==> src/rtl/fe_tobytes_seq_if.sv <==
// Request/response bundle for fe_tobytes_seq.
// The noncanon signal exists only when FE_TOBYTES_NONCANON_EN is defined.
interface fe_tobytes_seq_if #(parameter int OUT_W = 256);
  logic [319:0]     in;
  logic             valid, ready, done, ack, last;
  logic [OUT_W-1:0] out;
`ifdef FE_TOBYTES_NONCANON_EN
  logic             noncanon;
  modport master (output in, valid, ack, input ready, out, done, last, noncanon);
  modport slave  (input in, valid, ack, output ready, out, done, last, noncanon);
`else
  modport master (output in, valid, ack, input ready, out, done, last);
  modport slave  (input in, valid, ack, output ready, out, done, last);
`endif
endinterface

==> src/rtl/fe_tobytes_seq.sv <==
// Multi-cycle GF(2^255-19) limb-to-canonical-bytes converter (ref10 tobytes).
// Optional macro FE_TOBYTES_NONCANON_EN adds the noncanon output (final q bit).
module fe_tobytes_seq #(
  parameter int STEPS = 1,
  parameter int OUT_W = 256
) (
  input  logic            clk,
  input  logic            rst,
  fe_tobytes_seq_if.slave bus
);
  localparam int NCYC = (10 + STEPS - 1) / STEPS;

  typedef enum logic [2:0] {S_IDLE, S_LOAD, S_QCHAIN, S_CARRY, S_PACK, S_OUT} state_t;

  state_t             state_q, state_d;
  logic signed [31:0] h_q [10];
  logic signed [31:0] h_d [10];
  logic signed [31:0] q_q, q_d, qt, c;
  logic [3:0]         cnt_q, cnt_d;
  logic [255:0]       s_q, s_d;
  logic [4:0]         k_q, k_d;
  logic               last_beat, fire, last_cyc;
  int                 base;

  assign fire     = bus.done & bus.ack;
  assign last_cyc = (cnt_q == 4'(NCYC - 1));
  assign base     = int'(cnt_q) * STEPS;

  if (OUT_W == 8) begin : g_ser
    assign bus.out   = s_q[{k_q, 3'b000} +: 8];
    assign last_beat = (k_q == 5'd31);
  end else begin : g_par
    assign bus.out   = s_q;
    assign last_beat = 1'b1;
  end

  assign bus.ready = (state_q == S_IDLE) & ~rst;
  assign bus.done  = (state_q == S_OUT);
  assign bus.last  = bus.done & last_beat;

`ifdef FE_TOBYTES_NONCANON_EN
  logic nc_q, nc_d;
  assign bus.noncanon = nc_q;
`endif

  always_comb begin
    state_d = state_q;
    h_d     = h_q;
    q_d     = q_q;
    cnt_d   = cnt_q;
    s_d     = s_q;
    k_d     = k_q;
    qt      = q_q;
    c       = '0;
`ifdef FE_TOBYTES_NONCANON_EN
    nc_d    = nc_q;
`endif
    case (state_q)
      S_IDLE: if (bus.valid) begin
        for (int i = 0; i < 10; i++) h_d[i] = bus.in[32*i +: 32];
        k_d     = '0;
        state_d = S_LOAD;
      end
      S_LOAD: begin
        // 37-bit product keeps 19*h9 exact before the rounding shift
        q_d     = 32'(($signed({{5{h_q[9][31]}}, h_q[9]}) * 37'sd19 + 37'sd16777216) >>> 25);
        cnt_d   = '0;
        state_d = S_QCHAIN;
      end
      S_QCHAIN: begin
        for (int i = 0; i < 10; i++)
          if (i >= base && i < base + STEPS)
            qt = (i % 2 == 1) ? ((h_q[i] + qt) >>> 25) : ((h_q[i] + qt) >>> 26);
        q_d   = qt;
        cnt_d = last_cyc ? 4'd0 : cnt_q + 4'd1;
        if (last_cyc) state_d = S_CARRY;
      end
      S_CARRY: begin
        // only the low 32 bits of 19*q can reach the limb
        if (cnt_q == 4'd0) h_d[0] = h_q[0] + q_q * 32'sd19;
        for (int i = 0; i < 9; i++)
          if (i >= base && i < base + STEPS) begin
            c        = (i % 2 == 1) ? (h_d[i] >>> 25) : (h_d[i] >>> 26);
            h_d[i+1] = h_d[i+1] + c;
            h_d[i]   = h_d[i] - ((i % 2 == 1) ? (c <<< 25) : (c <<< 26));
          end
        if (9 >= base && 9 < base + STEPS) h_d[9] = h_d[9] - ((h_d[9] >>> 25) <<< 25);
        cnt_d = last_cyc ? 4'd0 : cnt_q + 4'd1;
        if (last_cyc) state_d = S_PACK;
      end
      S_PACK: begin
        s_d = '0;
        for (int i = 0; i < 10; i++)
          s_d = s_d | (256'({(i % 2 == 0) & h_q[i][25], h_q[i][24:0]}) << (25*i + (i+1)/2));
`ifdef FE_TOBYTES_NONCANON_EN
        nc_d = q_q[0];
`endif
        state_d = S_OUT;
      end
      S_OUT: if (fire) begin
        if (last_beat) begin
          state_d = S_IDLE;
          k_d     = '0;
`ifdef FE_TOBYTES_NONCANON_EN
          nc_d    = 1'b0;
`endif
        end else begin
          k_d = k_q + 5'd1;
        end
      end
      default: state_d = S_IDLE;
    endcase
  end

  always_ff @(posedge clk) begin
    if (rst) begin
      state_q <= S_IDLE;
      h_q     <= '{default: '0};
      q_q     <= '0;
      cnt_q   <= '0;
      s_q     <= '0;
      k_q     <= '0;
`ifdef FE_TOBYTES_NONCANON_EN
      nc_q    <= 1'b0;
`endif
    end else begin
      state_q <= state_d;
      h_q     <= h_d;
      q_q     <= q_d;
      cnt_q   <= cnt_d;
      s_q     <= s_d;
      k_q     <= k_d;
`ifdef FE_TOBYTES_NONCANON_EN
      nc_q    <= nc_d;
`endif
    end
  end
endmodule

==> src/flat_wrapper.sv <==
// flat-port wrapper written by rule: the top's interface ports become plain ports
module fe_tobytes_seq_flat 
#(
  parameter int STEPS = 1,
  parameter int OUT_W = 256
)
  (clk, rst, bus_in, bus_valid, bus_ack, bus_ready, bus_out, bus_done, bus_last);
  fe_tobytes_seq_if #(.OUT_W(OUT_W)) bus_i ();
  input  logic clk;
  input  logic rst;
  input wire logic [$bits(bus_i.in)-1:0] bus_in;
  input wire logic [$bits(bus_i.valid)-1:0] bus_valid;
  input wire logic [$bits(bus_i.ack)-1:0] bus_ack;
  output wire logic [$bits(bus_i.ready)-1:0] bus_ready;
  output wire logic [$bits(bus_i.out)-1:0] bus_out;
  output wire logic [$bits(bus_i.done)-1:0] bus_done;
  output wire logic [$bits(bus_i.last)-1:0] bus_last;
  assign bus_i.in = bus_in;
  assign bus_i.valid = bus_valid;
  assign bus_i.ack = bus_ack;
  assign bus_ready = bus_i.ready;
  assign bus_out = bus_i.out;
  assign bus_done = bus_i.done;
  assign bus_last = bus_i.last;
  fe_tobytes_seq #(.STEPS(STEPS), .OUT_W(OUT_W)) u_core (.clk(clk), .rst(rst), .bus(bus_i));
endmodule
==> config.mk <==
export PLATFORM = sky130hd
export DESIGN_NAME = fe_tobytes_seq_flat
export DESIGN_NICKNAME = d
export VERILOG_FILES = /design/src/rtl/fe_tobytes_seq_if.sv /design/src/rtl/fe_tobytes_seq.sv /design/src/flat_wrapper.sv
export SDC_FILE = /design/constraint.sdc
export NUM_CORES = 2
export LEC_CHECK = 0
export CORE_ASPECT_RATIO = 0.9
export CORE_UTILIZATION = 60
export CTS_BUF_LIST = sky130_fd_sc_hd__clkbuf_4 sky130_fd_sc_hd__clkbuf_8
export CTS_CLUSTER_DIAMETER = 30
export CTS_CLUSTER_SIZE = 30
export DETAILED_ROUTE_END_ITERATION = 8
export PLACE_DENSITY = 0.84
export SYNTH_ARGS = -nofsm -noshare
export SYNTH_HDL_FRONTEND = slang
export SYNTH_SLANG_ARGS = --single-unit
==> constraint.sdc <==
create_clock -name clk -period 77.6 [get_ports clk]
set_input_delay 7.76 -clock clk [delete_from_list [all_inputs] [get_ports clk]]
set_output_delay 7.76 -clock clk [all_outputs]
set_load 0.02 [all_outputs]
==> results.yml <==
setup_path:
  reg2reg_to: "u_core.h_q[31]$_SDFFE_PP0P_"
  critPathMaxStageDelay_ns: 0.73
  slowest_stage: "a2111oi_0"
  r2r-start: "u_core.q_q[5]$_SDFFE_PP0N_"
  arrival_ns: 50.14
  r2r_slack_ns: 28.17
  cpMostUsedCell: "a21o_1"
  cp_max_fo: 32
  crit_path_end_kind: "flip-flop"
  cp.required_ns: 78.31
  critPathKind: "flip-flop to flip-flop"
  reg2reg_depth: 249
  cp-start-kind: "flip-flop"
sta:
  slew_headroom: 0.219
  hold_violations: 0
  rsz0062_at_grt: "no"
  slew_viol_final: 0
  whs_ns: 0.452
  finalSetupTns_ns: 0
  setup_viol: 0
  skew_ns: 0.0607
  fin_crit_sh: 0.637
  fmax_mhz: 20.2
  period_minus_slack_ns: 49.43
  worst_pin_slew_ns: 1.17
  fin_ws_ns: 28.17
yosys:
  synthTopCellsByArea: "dfxtp_1 (22%), ha_1 (19%), nand2_1 (7.6%)"
  syn_area_um2: 55000
  syn_avg_cell_area_um2: 7.71
  ys.flop_type: "dfxtp_1"
  synthSimpleGateAreaFrac: 0.188
  synth.most_common_cell: "nand2_1"
  post-synth-top-area-fraction: 0.224
  synthXorXnorAreaFrac: 0.0547
  ys_ff_latch: 614
  yosys-mux-area-fraction: 0.00546
  synth_top_area_cell: "dfxtp_1"
  synth-adder-area-share: 0.229
  synth_cells: 7135
  synthTopCellsByCount: "nand2_1 (1,115), ha_1 (856), a21oi_1 (734)"
  synth_compound_area_frac: 0.249
  synth_top_family_by_area: "compound AO/OA/AOI/OAI gates"
  yosys_warnings: 0
  syn-num-nets: 8409
  synth.distinct_cells: 102
  synth_edf_count: 0
  ys_seq_area_frac: 0.224
  synth_async_sr_flop_share: 0
clocking:
  cts_tree: "yes"
  cts_buffer_depth: 3
  holdBufCountCts: 0
  clk-insertion-delay-late_ns: 0.84
  post_cts_buffers: 0
  cts.htree.levels: 4
  root_buffer: "clkbuf_8"
  clock-sinks: 614
  numCtsBuffers: 136
  clk_pin_slew_worst_paths_ns: 0.06
  ctsResizeCount: 0
die:
  die-area_um2: 92900
  start_util: 0.611
  die_x_um: 321
  core_um2: 90000
  rows: 104
  die-height_um: 289
  num_io_pins: 583
grt:
  grt_antenna_before_repair: 3
  grt_pass1_vias: 53300
  grtUsageTotal: 0.392
  grt_max_degree: 109
  grt_overflow: 0
  grt_pass1_wl_um: 291000
detailed_routing:
  routed_wl_um: 189000
  ant_nets: 0
  drc: 0
  vias: 56000
  first_pass_iters: 8
  drt-wirelength-per-cell_um: 21.2
  drtIter0Drc: 5493
  viasPerCell: 6.28
run_status:
  outcome: "complete, no violations"
worst_hold_path:
  hold_end: "u_core.bus.out[33]$_SDFFE_PP0P_"
  hold_depth: 2
  worstHoldStart: "u_core.bus.out[33]$_SDFFE_PP0P_"
  hp-class: "flip-flop to flip-flop"
place:
  gp_congestion: 1.02
  dp_hpwl_um: 144000
  numPortBuffers: 581
  dp_worst_setup_slack_ns: 29.05
pwr:
  p_leak_uw: 0.0314
  ir_drop_uv: 18.7
  powerDensity_nw_per_um2: 30.6
final_layout:
  area_growth_pct: 17.9
  drive_above_1_share: 0.0558
  fin_nets: 8874
  fillers: 7231
run:
  maxCapViolations: 0
how the worst max path moves through the flow:
stage	start	end	slack [ns]	cells after the start
5_1_grt	u_core.q_q[5]$_SDFFE_PP0N_	u_core.h_q[31]$_SDFFE_PP0P_	24.22	243
3_3_place_gp	u_core.q_q[5]$_SDFFE_PP0N_	u_core.h_q[31]$_SDFFE_PP0P_	30.78	249
6_report	u_core.q_q[5]$_SDFFE_PP0N_	u_core.h_q[31]$_SDFFE_PP0P_	28.17	249
4_1_cts	u_core.q_q[5]$_SDFFE_PP0N_	u_core.h_q[31]$_SDFFE_PP0P_	28.78	249
2_1_floorplan	u_core.q_q[5]$_SDFFE_PP0N_	u_core.h_q[31]$_SDFFE_PP0P_	27.91	192
3_5_place_dp	u_core.q_q[5]$_SDFFE_PP0N_	u_core.h_q[31]$_SDFFE_PP0P_	29.05	250
cell usage in the layout (no fill, tap or decap), drive strengths merged, types with 24 or more instances in the layout:
cell	synthesis	routed
a2111oi	129	129
a211o	43	43
a211oi	92	92
a21o	295	295
a21oi	736	736
a221oi	30	30
a22oi	32	32
a311oi	40	40
a31oi	43	43
and3	44	44
buf	18	76
clkbuf	311	165
clkdlybuf4s50	0	580
clkinv	1	28
dfxtp	614	614
fa	94	94
ha	856	856
inv	401	433
nand2	1116	1116
nand2b	84	84
nand3	93	93
nand4	38	38
nor2	628	628
nor2b	72	72
nor3	123	123
nor4	44	44
o211ai	28	28
o21a	66	66
o21ai	316	316
o21bai	67	67
o22ai	43	43
o31ai	24	24
or3	42	42
xnor2	223	223
xor2	110	110
report_power, final:
group | switching, µW | total, µW | internal (µW)
Combinational | 664 | 1110 | 449
Sequential | 101 | 466 | 366
Clock | 180 | 402 | 222
Total | 945 | 1980 | 1040
metrics by stage:
stage | power (µW) | cells | util | area [µm²]
floorplan | 1220 | 7135 | - | 55000
global placement | 1510 | 8681 | 0.686 | 61800
finish | 1980 | 8931 | 0.720 | 64800
CTS | 1960 | 8927 | 0.720 | 64800
global route | 2120 | 8929 | 0.720 | 64800
detailed placement | 1550 | 8681 | 0.686 | 61800
critical path, delay by kind of cell, from the launching register on:
| family | cells | cell delay [ns] |
|---|---|---|
| compound gates | 208 | 38.97 |
| fa+ha+maj | 17 | 5.97 |
| xor+xnor | 8 | 1.36 |
| simple gates | 8 | 1.15 |
| mux | 3 | 0.71 |
| buf+inv | 5 | 0.61 |
| flops | 1 | 0.49 |
cells by family (layout without fill, tap and decap cells):
group,Yosys count,in the layout
AND/OR/NAND/NOR,2367,2367
AO/OA/AOI/OAI,2109,2109
adder cells (fa/ha/maj),950,950
buffers and inverters,731,1304
flip-flops,614,614
XOR/XNOR,336,336
multiplexers,27,27
other,1,5
layer usage:
metal | wire length (µm) | track usage | up-vias
met5 | 0 | 0 | -
met4 | 8220 | 0.176 | 0
met3 | 19100 | 0.0813 | 551
met2 | 84100 | 0.626 | 2805
met1 | 77500 | 0.511 | 26300
li1 | - | - | 26400
layout make-up:
class                           count  area, µm²  area share
Antenna cell                        4       10.0    0.000154
Inverter                          402       1510      0.0233
Clock buffer                      165       2220      0.0342
Sequential cell                   614      12300       0.190
Timing Repair Buffer              656       6380      0.0984
Multi-Input combinational cell   5790      40100       0.618
Tap cell                         1219       1530      0.0235
Clock inverter                     81        820      0.0126
sequential cells by signal, summed over array words and instances, names as in the netlist:
name / flops
u_core.bus.out: 255
u_core.cnt_q: 4
u_core.h_q: 320
u_core.q_q: 32
u_core.state_q: 3
Note: power is estimated with default switching activity, not from simulation.
